===== config.mk =====
export PLATFORM = sky130hd
export DESIGN_NAME = mult_job_sequencer
export DESIGN_NICKNAME = d
export VERILOG_FILES = /design/src/rtl/mult_job_sequencer.sv
export SDC_FILE = /design/constraint.sdc
export NUM_CORES = 1
export LEC_CHECK = 0
export ABC_AREA = 1
export CAP_MARGIN = 20
export CORE_ASPECT_RATIO = 1.25
export CORE_MARGIN = 2
export CORE_UTILIZATION = 43
export DETAILED_ROUTE_END_ITERATION = 10
export PLACE_DENSITY = 0.8
export SYNTH_ARGS = -nofsm -noshare
export SYNTH_HDL_FRONTEND = slang
export SYNTH_SLANG_ARGS = --single-unit

===== constraint.sdc =====
create_clock -name clk -period 1.5 [get_ports clk]
set_input_delay 0.3 -clock clk [delete_from_list [all_inputs] [get_ports clk]]
set_output_delay 0.3 -clock clk [all_outputs]
set_load 0.02 [all_outputs]

===== src/rtl/mult_job_sequencer.sv =====
// mult_job_sequencer: accepts one multiply job at a time, drives an external
// shift-add multiplier through a start/ready handshake, and returns the product
// (or a zero error result if the multiplier does not answer within TIMEOUT
// cycles).
//
// Ports:
//   clk, reset                 clock and synchronous active-high reset
//   in_valid/in_ready          upstream job handshake, operands in_a/in_b
//   out_valid/out_ready        downstream result handshake
//   out_product, out_err       result and "produced by timeout" marker
//   mul_start                  one-cycle start pulse to the multiplier
//   mul_word0, mul_word1       operands held for the multiplier
//   mul_ready, mul_product     multiplier idle flag and result
//   timeout_flag               sticky timeout indicator, cleared by reset only
module mult_job_sequencer #(
  parameter int unsigned word_length = 4,
  parameter int unsigned TIMEOUT     = 16
) (
  input  logic                       clk,
  input  logic                       reset,
  input  logic                       in_valid,
  output logic                       in_ready,
  input  logic [word_length-1:0]     in_a,
  input  logic [word_length-1:0]     in_b,
  output logic                       out_valid,
  input  logic                       out_ready,
  output logic [2*word_length-1:0]   out_product,
  output logic                       out_err,
  output logic                       mul_start,
  output logic [word_length-1:0]     mul_word0,
  output logic [word_length-1:0]     mul_word1,
  input  logic                       mul_ready,
  input  logic [2*word_length-1:0]   mul_product,
  output logic                       timeout_flag
);

  typedef enum logic [2:0] {IDLE, ISSUE, WAIT_BUSY, WAIT_DONE, DONE} state_t;

  state_t                     r_state;
  logic [8:0]                 r_cnt;
  logic [2*word_length-1:0]   r_product;
  logic                       r_err;
  logic                       r_timeout_flag;
  logic [word_length-1:0]     r_word0;
  logic [word_length-1:0]     r_word1;

  logic [8:0]                 w_cnt_inc;
  logic                       w_timeout;
  logic                       w_exit;
  logic                       w_bypass;

  // Nine bits so the count can pass TIMEOUT=255 without wrapping.
  assign w_cnt_inc = r_cnt + 9'd1;
  assign w_timeout = (w_cnt_inc >= 9'(TIMEOUT));
  assign w_bypass  = (in_a == '0) || (in_b == '0);

  // Exit condition of the current waiting state; it wins over a timeout.
  always_comb begin
    w_exit = 1'b0;
    unique case (r_state)
      ISSUE:     w_exit = mul_ready;
      WAIT_BUSY: w_exit = !mul_ready;
      WAIT_DONE: w_exit = mul_ready;
      default:   w_exit = 1'b0;
    endcase
  end

  always_ff @(posedge clk) begin
    if (reset) begin
      r_state        <= IDLE;
      r_cnt          <= '0;
      r_product      <= '0;
      r_err          <= 1'b0;
      r_timeout_flag <= 1'b0;
      r_word0        <= '0;
      r_word1        <= '0;
    end else begin
      unique case (r_state)
        IDLE: begin
          if (in_valid) begin
            r_word0 <= in_a;
            r_word1 <= in_b;
            if (w_bypass) begin
              r_product <= '0;
              r_err     <= 1'b0;
              r_state   <= DONE;
            end else begin
              r_cnt   <= '0;
              r_state <= ISSUE;
            end
          end
        end
        ISSUE, WAIT_BUSY, WAIT_DONE: begin
          r_cnt <= w_cnt_inc;
          if (w_exit) begin
            unique case (r_state)
              ISSUE:     r_state <= WAIT_BUSY;
              WAIT_BUSY: r_state <= WAIT_DONE;
              default: begin
                r_product <= mul_product;
                r_err     <= 1'b0;
                r_state   <= DONE;
              end
            endcase
          end else if (w_timeout) begin
            r_product      <= '0;
            r_err          <= 1'b1;
            r_timeout_flag <= 1'b1;
            r_state        <= DONE;
          end
        end
        DONE: begin
          if (out_ready) r_state <= IDLE;
        end
        default: r_state <= IDLE;
      endcase
    end
  end

  assign in_ready     = (r_state == IDLE) && !reset;
  // Start only while the multiplier reports idle; stays in ISSUE otherwise.
  assign mul_start    = (r_state == ISSUE) && mul_ready && !reset;
  assign out_valid    = (r_state == DONE);
  assign out_product  = r_product;
  assign out_err      = r_err;
  assign mul_word0    = r_word0;
  assign mul_word1    = r_word1;
  assign timeout_flag = r_timeout_flag;

endmodule


### Word-level counts from Yosys, hierarchy flattened

Cells that the tools add are included.

| word-level totals | value |
|---|---|
| output and inout bits | 21 |
| input port bits | 21 |
| bits in registers | 30 |

| cells by class | value |
|---|---|
| reductions and logical operators | 18 |
| magnitude comparators | 1 |
| bitwise operators | 1 |
| eq/ne operators | 10 |
| muxes and demuxes | 23 |
| add/sub/neg operators | 1 |

Operator list:

| kind | count |
|---|---|
| 2-to-1 mux 8 bit | 5 |
| 2-to-1 mux 9 bit | 2 |
| one-hot mux 9 bit (2 select lines) | 1 |
| one-hot mux 8 bit (2 select lines) | 1 |
| 2-to-1 mux 3 bit | 5 |
| adder 9 x 1 -> 9 bit (second input constant) | 1 |
| >= comparator 9 x 5 -> 1 bit (second input constant) | 1 |
| one-hot mux 3 bit (3 select lines) | 1 |
| AND reduction 3 bit | 3 |
| logical NOT 4 bit | 2 |
| equality test 3 x 2 -> 1 bit (second input constant) | 2 |
| inequality test 2 bit (second input constant) | 3 |
| inequality test 3 bit (second input constant) | 2 |
| one-hot mux 3 bit (2 select lines) | 1 |
| 2-to-1 mux 1 bit | 5 |
| AND reduction 5 bit | 1 |
| one-hot mux 1 bit (2 select lines) | 2 |
| OR reduction 2 bit | 2 |
| equality test 3 x 1 -> 1 bit (second input constant) | 1 |
| equality test 3 bit (second input constant) | 1 |
| logical AND 1 bit | 3 |
| logical NOT 3 bit | 1 |
| OR reduction 3 bit | 1 |
| logical NOT 1 bit | 2 |
| other kinds (5) | 5 |

### Logic depth before layout (Yosys ltp)

Gate-level depths: netlist (run 1).

| logic depth | value |
|---|---|
| word-level depth | 5 |
| mapped depth | 12 |

### Worst setup path after synthesis (run 1)

No wires, ideal clock.

| path | value |
|---|---|
| path kind | register -> register |
| from | reg r_cnt[1] |
| to | reg r_err (netlist: out_err) |
| cell stages (with the launch flop) | 12 |
| clock period less this slack | 1.514 ns |
| slack | -0.014 ns |
| setup time | 0.132 ns |
| arrival time | 1.382 ns |
| cell sequence | dfxtp_1 ha_1 nand2_1 inv_1 nand2_1 nand2_1 nand2_1 nor2_2 nand3_2 buf_6 nand3_1 a21oi_1 |

| between the ends | value |
|---|---|
| cells in the longest elaborated chain, start to end | 4 |

Ends and longest elaborated chain:

| element | line | RTL |
|---|---|---|
| from (decl) | 40 | `logic [8:0] r_cnt;` |
| from (signal assigned) | 94 | `r_cnt <= w_cnt_inc;` |
| adder 9 x 1 -> 9 bit | 53 | `assign w_cnt_inc = r_cnt + 9'd1;` |
| >= comparator 9 x 5 -> 1 bit | 54 | `assign w_timeout = (w_cnt_inc >= 9'(TIMEOUT));` |
| inequality test 3 bit (no line) | n/a |  |
| AND reduction 5 bit (no line) | n/a |  |
| to (signal assigned) | 73 | `r_err <= 1'b0;` |
| to (signal assigned) | 85 | `r_err <= 1'b0;` |
| to (signal assigned) | 101 | `r_err <= 1'b0;` |
| to (decl) | 42 | `logic r_err;` |

No other way between the ends.
A chain may end at the register's enable or synchronous reset.

### Final worst setup path (run 1)

| path | value |
|---|---|
| from | reg r_cnt[6] |
| to | reg r_state[0] |

| between the ends | value |
|---|---|
| cells in the longest elaborated chain, start to end | 4 |

Ends and longest elaborated chain:

| element | line | RTL |
|---|---|---|
| adder 9 x 1 -> 9 bit | 53 |  |
| >= comparator 9 x 5 -> 1 bit | 54 |  |
| inequality test 3 bit (no line) | n/a |  |
| AND reduction 3 bit (no line) | n/a |  |
| to (signal assigned) | 70 | `r_state <= IDLE;` |
| to (signal assigned) | 86 | `r_state <= DONE;` |
| to (signal assigned) | 89 | `r_state <= ISSUE;` |
| to (decl) | 39 | `state_t r_state;` |

No other way between the ends.

==> reports/summary.txt, run 1 <==
Ys Warns: 0
Clock Pin Slew Worst Setup and Hold Paths: 0.06 ns
RSZ-0062 raised after global routing: true
Max-slew headroom: 0.813
crit end category: flop
Initial Util: 0.446
Core Rows: 24
Final Util: 0.764
Switching Fraction: 0.442
logic gate share of total power: 0.623
static leakage: 1.24 nW
sequential share of the synthesized area: 0.386
final max-slew violation count: 0
failing checks: negative setup slack
I/O Buffers: 41
first-pass GRT wire length: 7130 microns
synthesized area: 0.00156 sq mm
sw power: 2.16 mW
crit-path max FO: 5
clk sinks: 30
area growth from synthesis to layout: 71.1%
Placed Instances: 338
worst vdd ir: 1.50 mV
core area: 0.00348 sq mm
Synth area leaders: dfxtp_1 (39%), nand2_1 (14%), nand3_1 (8.7%)
Critical Path AT: 1.90 ns
path category of the worst min-delay check: reg -> reg
outcome: complete, but fails checks
vias in the first global route: 1672
Gate Count Post-Synth: 227
Die H: 71.2 microns
per-cell routed wire length: 14.1 microns
DRT Wirelength: 5010 microns
pre-CTS setup slack: -0.436 ns
setup TNS: -1.99 ns
vias: 1846
CP Class: reg -> reg
diode count: 0
# DRC: 0
Initial DRC Count: 75
number of max-cap violations: 0
die area: 0.00412 sq mm
grt ovf: 0
HPWL after detailed placement: 2720 microns
post-synth top area share: 0.386
largest net degree at the start of global routing: 13
Worst Skew: 0.00880 ns
nets: 338
Top-Level Pins: 42
DR vias/cell: 5.19
initial antenna violation count: 0
startpoint types: flop
Post-DP Area: 0.00226 sq mm
share of cells above drive strength 1: 0.420
flops & latches, synth: 30
final hold slack: 0.460 ns
Flop pwr share: 0.237
Power Dens Cells: 1840 mW/mm^2
Power Total: 4.89 mW
synth unique cells: 28
Max Buffers Root-to-Sink: 2
WP data required: 1.72 ns
Highest Clock Rate: 596 MHz
Mean Syn Cell Area: 6.85 sq um
Setup-failing EPs final: 23
die span in x: 57.8 microns
Final Cell Area: 0.00266 sq mm
final non-filler cell total: 356
clock network power share: 0.141
fin crit share: 1.12
cell-internal power: 2.73 mW
Period minus WS final: 1.68 ns
Fin. Hold Viols: 0
CTS tree: done
syn_nets: 249
cts bufs inserted: 5
worst-margin pin slew: 0.279 ns
Clock Latency Late Sink: 0.29 ns
gpl congestion: 0.792
drt pass-1 iters: 4
H-tree depth: 2
GRT Resource Usage Total: 0.221
root buf cell: clkbuf_8
area leader, netlist: dfxtp_1
PnR worst setup slack: -0.178 ns
final antenna-violating net count: 0
synth_stat cells:
master / n
inv_1: 20
clkinv_1: 1
a211oi_1: 2
or2_4: 1
o22ai_1: 1
dfxtp_1: 30
a21oi_2: 2
nand4_1: 2
nor2_2: 4
nor3_1: 1
ha_1: 1
a21oi_1: 17
inv_2: 4
nand2_4: 3
nor2_4: 2
buf_6: 1
nor3_4: 1
nand3_2: 3
clkbuf_1: 2
nand3_1: 27
nand2_1: 58
o21bai_1: 2
buf_2: 1
o21ai_1: 1
clkinv_2: 1
nor2_1: 29
nand2_2: 8
o21ai_0: 2
final timing paths:
check | from | endpoint | slack, ns | cells after the start
worst max register to register | r_cnt[6]$_SDFFE_PP0P_ | r_state[0]$_SDFFE_PP0P_ | -0.18 | 11
worst max-delay path | r_cnt[6]$_SDFFE_PP0P_ | r_state[0]$_SDFFE_PP0P_ | -0.18 | 11
worst min-delay path | timeout_flag$_SDFFE_PP0P_ | timeout_flag$_SDFFE_PP0P_ | 0.46 | 2
worst min register to register | timeout_flag$_SDFFE_PP0P_ | timeout_flag$_SDFFE_PP0P_ | 0.46 | 2
logic make-up (layout without fill, tap and decap cells):
| kind of cell | count (synthesis) | in the layout | synth area share |
|---|---|---|---|
| AND/OR/NAND/NOR | 139 | 139 | 0.428 |
| flip-flops | 30 | 30 | 0.386 |
| buffers and inverters | 30 | 120 | 0.0788 |
| AO/OA/AOI/OAI | 27 | 27 | 0.0989 |
| adder cells (fa/ha/maj) | 1 | 1 | 0.00804 |
placed cells by master (no fill, tap or decap), types with 9 or more instances in the layout:
cell,instances
nand3_1,19
nor2_1,19
nand3_2,9
clkdlybuf4s50_1,20
buf_6,9
dfxtp_1,24
inv_1,16
dlygate4sd2_1,18
nand2_2,14
nand2_1,47
buf_4,37
a21oi_1,12
critical path: stages (launching register included):
cell	delay, ns
dfxtp_1	0.42
nand2_1	0.15
nor2_4	0.17
nand2_2	0.10
nand2_2	0.09
nand2_2	0.07
nor2_4	0.12
nand3_4	0.11
buf_6	0.15
nand2_4	0.08
nand2_4	0.05
a21oi_2	0.11
power by group through the flow:
stage	combinational, mW	sequential (mW)	clock (mW)
after global routing	3.27	1.18	0.723
after floorplan	1.21	1.31	0
final	3.04	1.16	0.687
after global placement	2.33	1.12	0
after detailed placement	2.37	1.13	0
after CTS	2.46	1.14	0.688
registers in the layout, indices dropped and copies added, names as in the netlist:
name	cells
out_err	1
r_state	3
mul_word0	4
r_cnt	9
timeout_flag	1
out_product	8
mul_word1	4
layer usage:
layer	track usage	vias to the layer above	wire length (microns)
met2	0.395	68	2670
met3	0.0560	15	300
met4	0.101	0	132
li1	-	902	-
met5	0	-	0
met1	0.240	861	1910
timing repair:
| item | in CTS | in global routing |
|---|---|---|
| buffers inserted | 4 | 6 |
| setup endpoints to repair | 41 | 24 |
| hold buffers | 0 | 0 |
| pin swaps | 2 | 23 |
| endpoints found under the hold margin | 0 | 0 |
| resized for setup | 60 | 50 |
| gates cloned | 0 | 0 |
cell type report:
cell class,instances,area [sq um]
fillers,241,822
multi-input cells,167,1040
clock inverters,1,5.00
inverters,26,110
flip-flops and latches,30,611
well taps,39,48.8
repair buffers,86,757
clock buffers,7,86.3
Note: power is estimated with default switching activity, not from simulation.
==> run 2: changes to the inputs <==
==> constraint.sdc (replaced) <==
create_clock -name clk -period 1.5 [get_ports clk]
set_input_delay 0.3 -clock clk [delete_from_list [all_inputs] [get_ports clk]]
set_output_delay 0.3 -clock clk [all_outputs]
set_load 0.01 [all_outputs]
==> reports/summary.txt, run 2 (synthesized netlist as in run 1, its figures left out) <==
Final Cell Area: 0.00262 sq mm
Clock Latency Late Sink: 0.29 ns
failing checks: negative setup slack
per-cell routed wire length: 12.7 microns
final max-slew violation count: 0
Highest Clock Rate: 609 MHz
I/O Buffers: 41
Die H: 71.2 microns
Clock Pin Slew Worst Setup and Hold Paths: 0.07 ns
Setup-failing EPs final: 14
setup TNS: -1.65 ns
hold buffer count at cts: 0
most common cell after layout, fill and taps aside: nand2_1
fill count: 238
Fin. Hold Viols: 0
startpoint types: flop
crit end category: flop
gpl congestion: 0.777
CP bufs+invs: 2
DR vias/cell: 5.05
Post-DP Area: 0.00228 sq mm
critical path's slowest cell: dfxtp_2
most frequent cells in the layout: nand2_1 (55), buf_4 (38), clkdlybuf4s50_1 (27), dfxtp_1 (25), nand3_1 (23)
share of cells above drive strength 1: 0.366
fin crit share: 1.10
diode count: 0
clk sinks: 30
outcome: complete, but fails checks
CP Class: reg -> reg
vias: 1799
vias in the first global route: 1693
H-tree depth: 2
Hold Crit Depth: 3
nets: 338
PnR worst setup slack: -0.143 ns
Max Buffers Root-to-Sink: 2
Core Rows: 24
path category of the worst min-delay check: in -> reg
die area: 0.00412 sq mm
Power Dens Cells: 1740 mW/mm^2
Top-Level Pins: 42
first-pass GRT wire length: 6840 microns
Max-slew headroom: 0.824
largest net degree at the start of global routing: 13
DRT Wirelength: 4520 microns
grt ovf: 0
Period minus WS final: 1.64 ns
Multi-input gate area: 962 sq um
# DRC: 0
largest register by flop count: r_cnt
static leakage: 1.25 nW
worst vdd ir: 1.31 mV
core area: 0.00348 sq mm
drt pass-1 iters: 6
Power Total: 4.58 mW
worst-margin pin slew: 0.263 ns
max reg flops: 9
CP max stage delay: 0.36 ns
Final Util: 0.753
Initial DRC Count: 86
area growth from synthesis to layout: 68.6%
Initial Util: 0.446
R2R depth: 12
crit-path max FO: 4
critical-path cell list: buf_6 -> nand2_4 -> nor2_4 -> nand3_2 -> nand2_1 -> nand2_1 -> nor2_2 -> nand3_4 -> buf_6 -> nand2_4 -> nand2_2 -> a21oi_2
number of max-cap violations: 0
Critical Path AT: 1.86 ns
final non-filler cell total: 356
die span in x: 57.8 microns
Placed Instances: 341
root buf cell: clkbuf_8
Crit path depth: 12
cts bufs inserted: 5
final hold slack: 0.342 ns
RSZ-0062 raised after global routing: true
WP data required: 1.72 ns
HPWL after detailed placement: 2870 microns
final antenna-violating net count: 0
GRT Resource Usage Total: 0.213
initial antenna violation count: 0
Worst Skew: 0.00582 ns
CTS tree: done
CP top delay family: simple AND/OR/NAND/NOR gates
pre-CTS setup slack: -0.424 ns
register area: 612 sq um
-- run 2: cell types whose count changed in the layout (fill, tap and decap cells not counted), moves of 4 or more --
cell / before / now
dlymetal6s2s_1: 0 / 10
nand2_4: 8 / 4
nand2_2: 14 / 10
nand3_2: 9 / 5
clkdlybuf4s50_1: 20 / 27
dlygate4sd2_1: 18 / 1
nand3_1: 19 / 23
nand2_1: 47 / 55
-- run 2: path summary, 6_finish.rpt --
path / slack (ns) / endpoint / start
hold reg to reg: 0.46 / mul_word1[2]$_SDFFE_PP0P_ / mul_word1[2]$_SDFFE_PP0P_
hold / removal: 0.34 / mul_word1[3]$_SDFFE_PP0P_ / in_b[3]
setup / recovery: -0.14 / r_state[1]$_SDFFE_PP0P_ / r_cnt[1]$_SDFFE_PP0P_
setup reg to reg: -0.14 / r_state[1]$_SDFFE_PP0P_ / r_cnt[1]$_SDFFE_PP0P_
-- run 2: layer usage --
layer | track usage | share of wire | up-vias
li1 | - | - | 903
met1 | 0.215 | 0.37 | 820
met2 | 0.403 | 0.55 | 69
met3 | 0.0668 | 0.061 | 7
met4 | 0.0698 | 0.013 | 0
met5 | 0 | 0 | -
-- run 2: layout make-up --
cell class                      count  share of cell area
Inverter                           26              0.0410
Sequential cell                    30               0.233
Clock buffer                        5              0.0262
Clock inverter                      3              0.0153
Timing Repair Buffer               86               0.299
Tap cell                           39              0.0186
Multi-Input combinational cell    167               0.367
-- run 2: worst min-delay path, stage by stage --
cell and delay (ns):
dlymetal6s2s_1 0.13, nand3_1 0.08, a21oi_1 0.06
-- run 2: what timing repair did --
item,4_1_cts,5_1_grt
hold endpoints to repair,0,0
setup buffers,5,5
pin swaps,6,13
resized for setup,39,35
setup endpoints to repair,17,27
cloned,0,0
-- run 2: report_power, final --
part / total, mW / switching, mW / internal, mW
Combinational: 2.61 / 1.39 / 1.22
Sequential: 1.16 / 0.151 / 1.01
Clock: 0.805 / 0.317 / 0.488
Total: 4.58 / 1.86 / 2.71
==> run 3: changes to the inputs <==
- CORE_MARGIN: 2 -> default
- PLACE_DENSITY: 0.8 -> 0.76
==> reports/summary.txt, run 3 (synthesized netlist as in run 1, its figures left out) <==
Initial DRC Count: 74
failing checks: design-rule violations, negative setup slack
DR vias/cell: 5.10
fill count: 227
final max-slew violation count: 0
drt pass-1 iters: 7
grt ovf: 0
final non-filler cell total: 359
path category of the worst min-delay check: in -> reg
Max Buffers Root-to-Sink: 2
nets: 341
Final Util: 0.767
WP data required: 1.71 ns
GRT busiest layer: met2
# DRC: 1
Hold Crit Depth: 3
fin crit share: 1.11
static leakage: 1.25 nW
per-cell routed wire length: 12.6 microns
largest net degree at the start of global routing: 18
root buf cell: clkbuf_8
outcome: complete, but fails checks
R2R depth: 12
crit-path max FO: 4
die span in x: 55.8 microns
diode count: 0
largest register by flop count: r_cnt
GRT Resource Usage Total: 0.228
Worst Hold Launch: in_a[0]
grt met2 use: 0.422
clk sinks: 30
Period minus WS final: 1.66 ns
Setup-failing EPs final: 15
Placed Instances: 343
gpl congestion: 0.804
Clock Latency Late Sink: 0.29 ns
met3 usage: 0.0466
RSZ-0062 raised after global routing: true
most frequent cells in the layout: nand2_1 (47), buf_4 (41), clkdlybuf4s50_1 (27), nand3_1 (25), dfxtp_1 (23)
CTS tree: done
DRT Wirelength: 4520 microns
HPWL after detailed placement: 2740 microns
number of max-cap violations: 0
Clock Pin Slew Worst Setup and Hold Paths: 0.07 ns
vias in the first global route: 1690
core area: 0.00348 sq mm
Power Dens Cells: 1790 mW/mm^2
most common cell after layout, fill and taps aside: nand2_1
Core Rows: 24
met1 usage: 0.240
reg-to-reg slack, setup: -0.16 ns
Highest Clock Rate: 603 MHz
Fin. Hold Viols: 0
area growth from synthesis to layout: 71.8%
I/O Buffers: 41
Critical Path AT: 1.87 ns
Die H: 69.2 microns
startpoint types: flop
worst vdd ir: 1.60 mV
Top-Level Pins: 42
first-pass GRT wire length: 7020 microns
R2R Path Start: r_cnt[1]$_SDFFE_PP0P_
cts bufs inserted: 5
PnR worst setup slack: -0.159 ns
initial antenna violation count: 0
H-tree depth: 2
Worst Skew: 0.00505 ns
worst-margin pin slew: 0.264 ns
die area: 0.00386 sq mm
Hold EP: mul_word0[0]$_SDFFE_PP0P_
max reg flops: 9
CP Class: reg -> reg
final hold slack: 0.325 ns
share of cells above drive strength 1: 0.397
Initial Util: 0.446
crit end category: flop
final antenna-violating net count: 0
hold buffer count at cts: 0
vias: 1831
RR Endpoint: r_state[0]$_SDFFE_PP0P_
Max-slew headroom: 0.823
## run 3: power breakdown
| part | switching [mW] | total (mW) | leakage, nW | internal, mW |
|---|---|---|---|---|
| combinational | 1.44 | 2.77 | 0.954 | 1.33 |
| sequential | 0.143 | 1.16 | 0.249 | 1.02 |
| clock | 0.346 | 0.839 | 0.0504 | 0.494 |
| total | 1.93 | 4.77 | 1.25 | 2.84 |
## run 3: metal layers
metal / up-vias / share of wire
met5: - / 0
met1: 828 / 0.39
met4: 0 / 0.032
met3: 15 / 0.050
li1: 910 / -
met2: 78 / 0.53
## run 3: through the flow
step / TNS [ns] / area (sq um) / setup slack (ns) / total power, mW
6_report: -1.20 / 2670 / -0.159 / 4.77
5_1_grt: -2.79 / 2670 / -0.236 / 5.10
4_1_cts: -0.813 / 2570 / -0.0921 / 4.51
3_5_place_dp: -5.86 / 2290 / -0.389 / 3.45
3_3_place_gp: -5.10 / 2290 / -0.366 / 3.42
2_1_floorplan: 0 / 1560 / 0.0200 / 2.39
## run 3: worst max-delay path by stage
stage,startpoint,endpoint,slack [ns],cells past startpoint
finish,r_cnt[1]$_SDFFE_PP0P_,r_state[0]$_SDFFE_PP0P_,-0.16,12
CTS,r_cnt[1]$_SDFFE_PP0P_,out_product[4]$_SDFFE_PP0P_,-0.09,12
global route,r_cnt[6]$_SDFFE_PP0P_,out_product[2]$_SDFFE_PP0P_,-0.24,11
detailed placement,mul_ready,mul_start,-0.39,4
global placement,mul_ready,mul_start,-0.37,4
floorplan,r_cnt[0]$_SDFFE_PP0P_,out_err$_SDFFE_PP0P_,0.02,11
## run 3: cell type report
cell class | instances | area, sq um | area share
inverters | 26 | 108 | 0.0403
flip-flops and latches | 30 | 617 | 0.231
clock buffers | 5 | 68.8 | 0.0257
repair buffers | 89 | 802 | 0.300
clock inverters | 3 | 45.0 | 0.0169
well taps | 39 | 48.8 | 0.0183
multi-input cells | 167 | 983 | 0.368
## run 3: worst max-delay path, cell delays in order (launching register included)
cell and delay (ns):
dfxtp_2 0.36, buf_6 0.12, nand2_4 0.04, nor2_4 0.14, nand2_2 0.08, nand2_2 0.08
nand3_2 0.10, nor2_4 0.14, nand3_4 0.11, buf_4 0.16, nand2_4 0.06, nand2_2 0.06
a21oi_2 0.12
## run 3: timing repair
action,in CTS,in global routing
pin swaps,13,17
setup endpoints to repair,24,38
resized for setup,40,43
buffers inserted,8,1
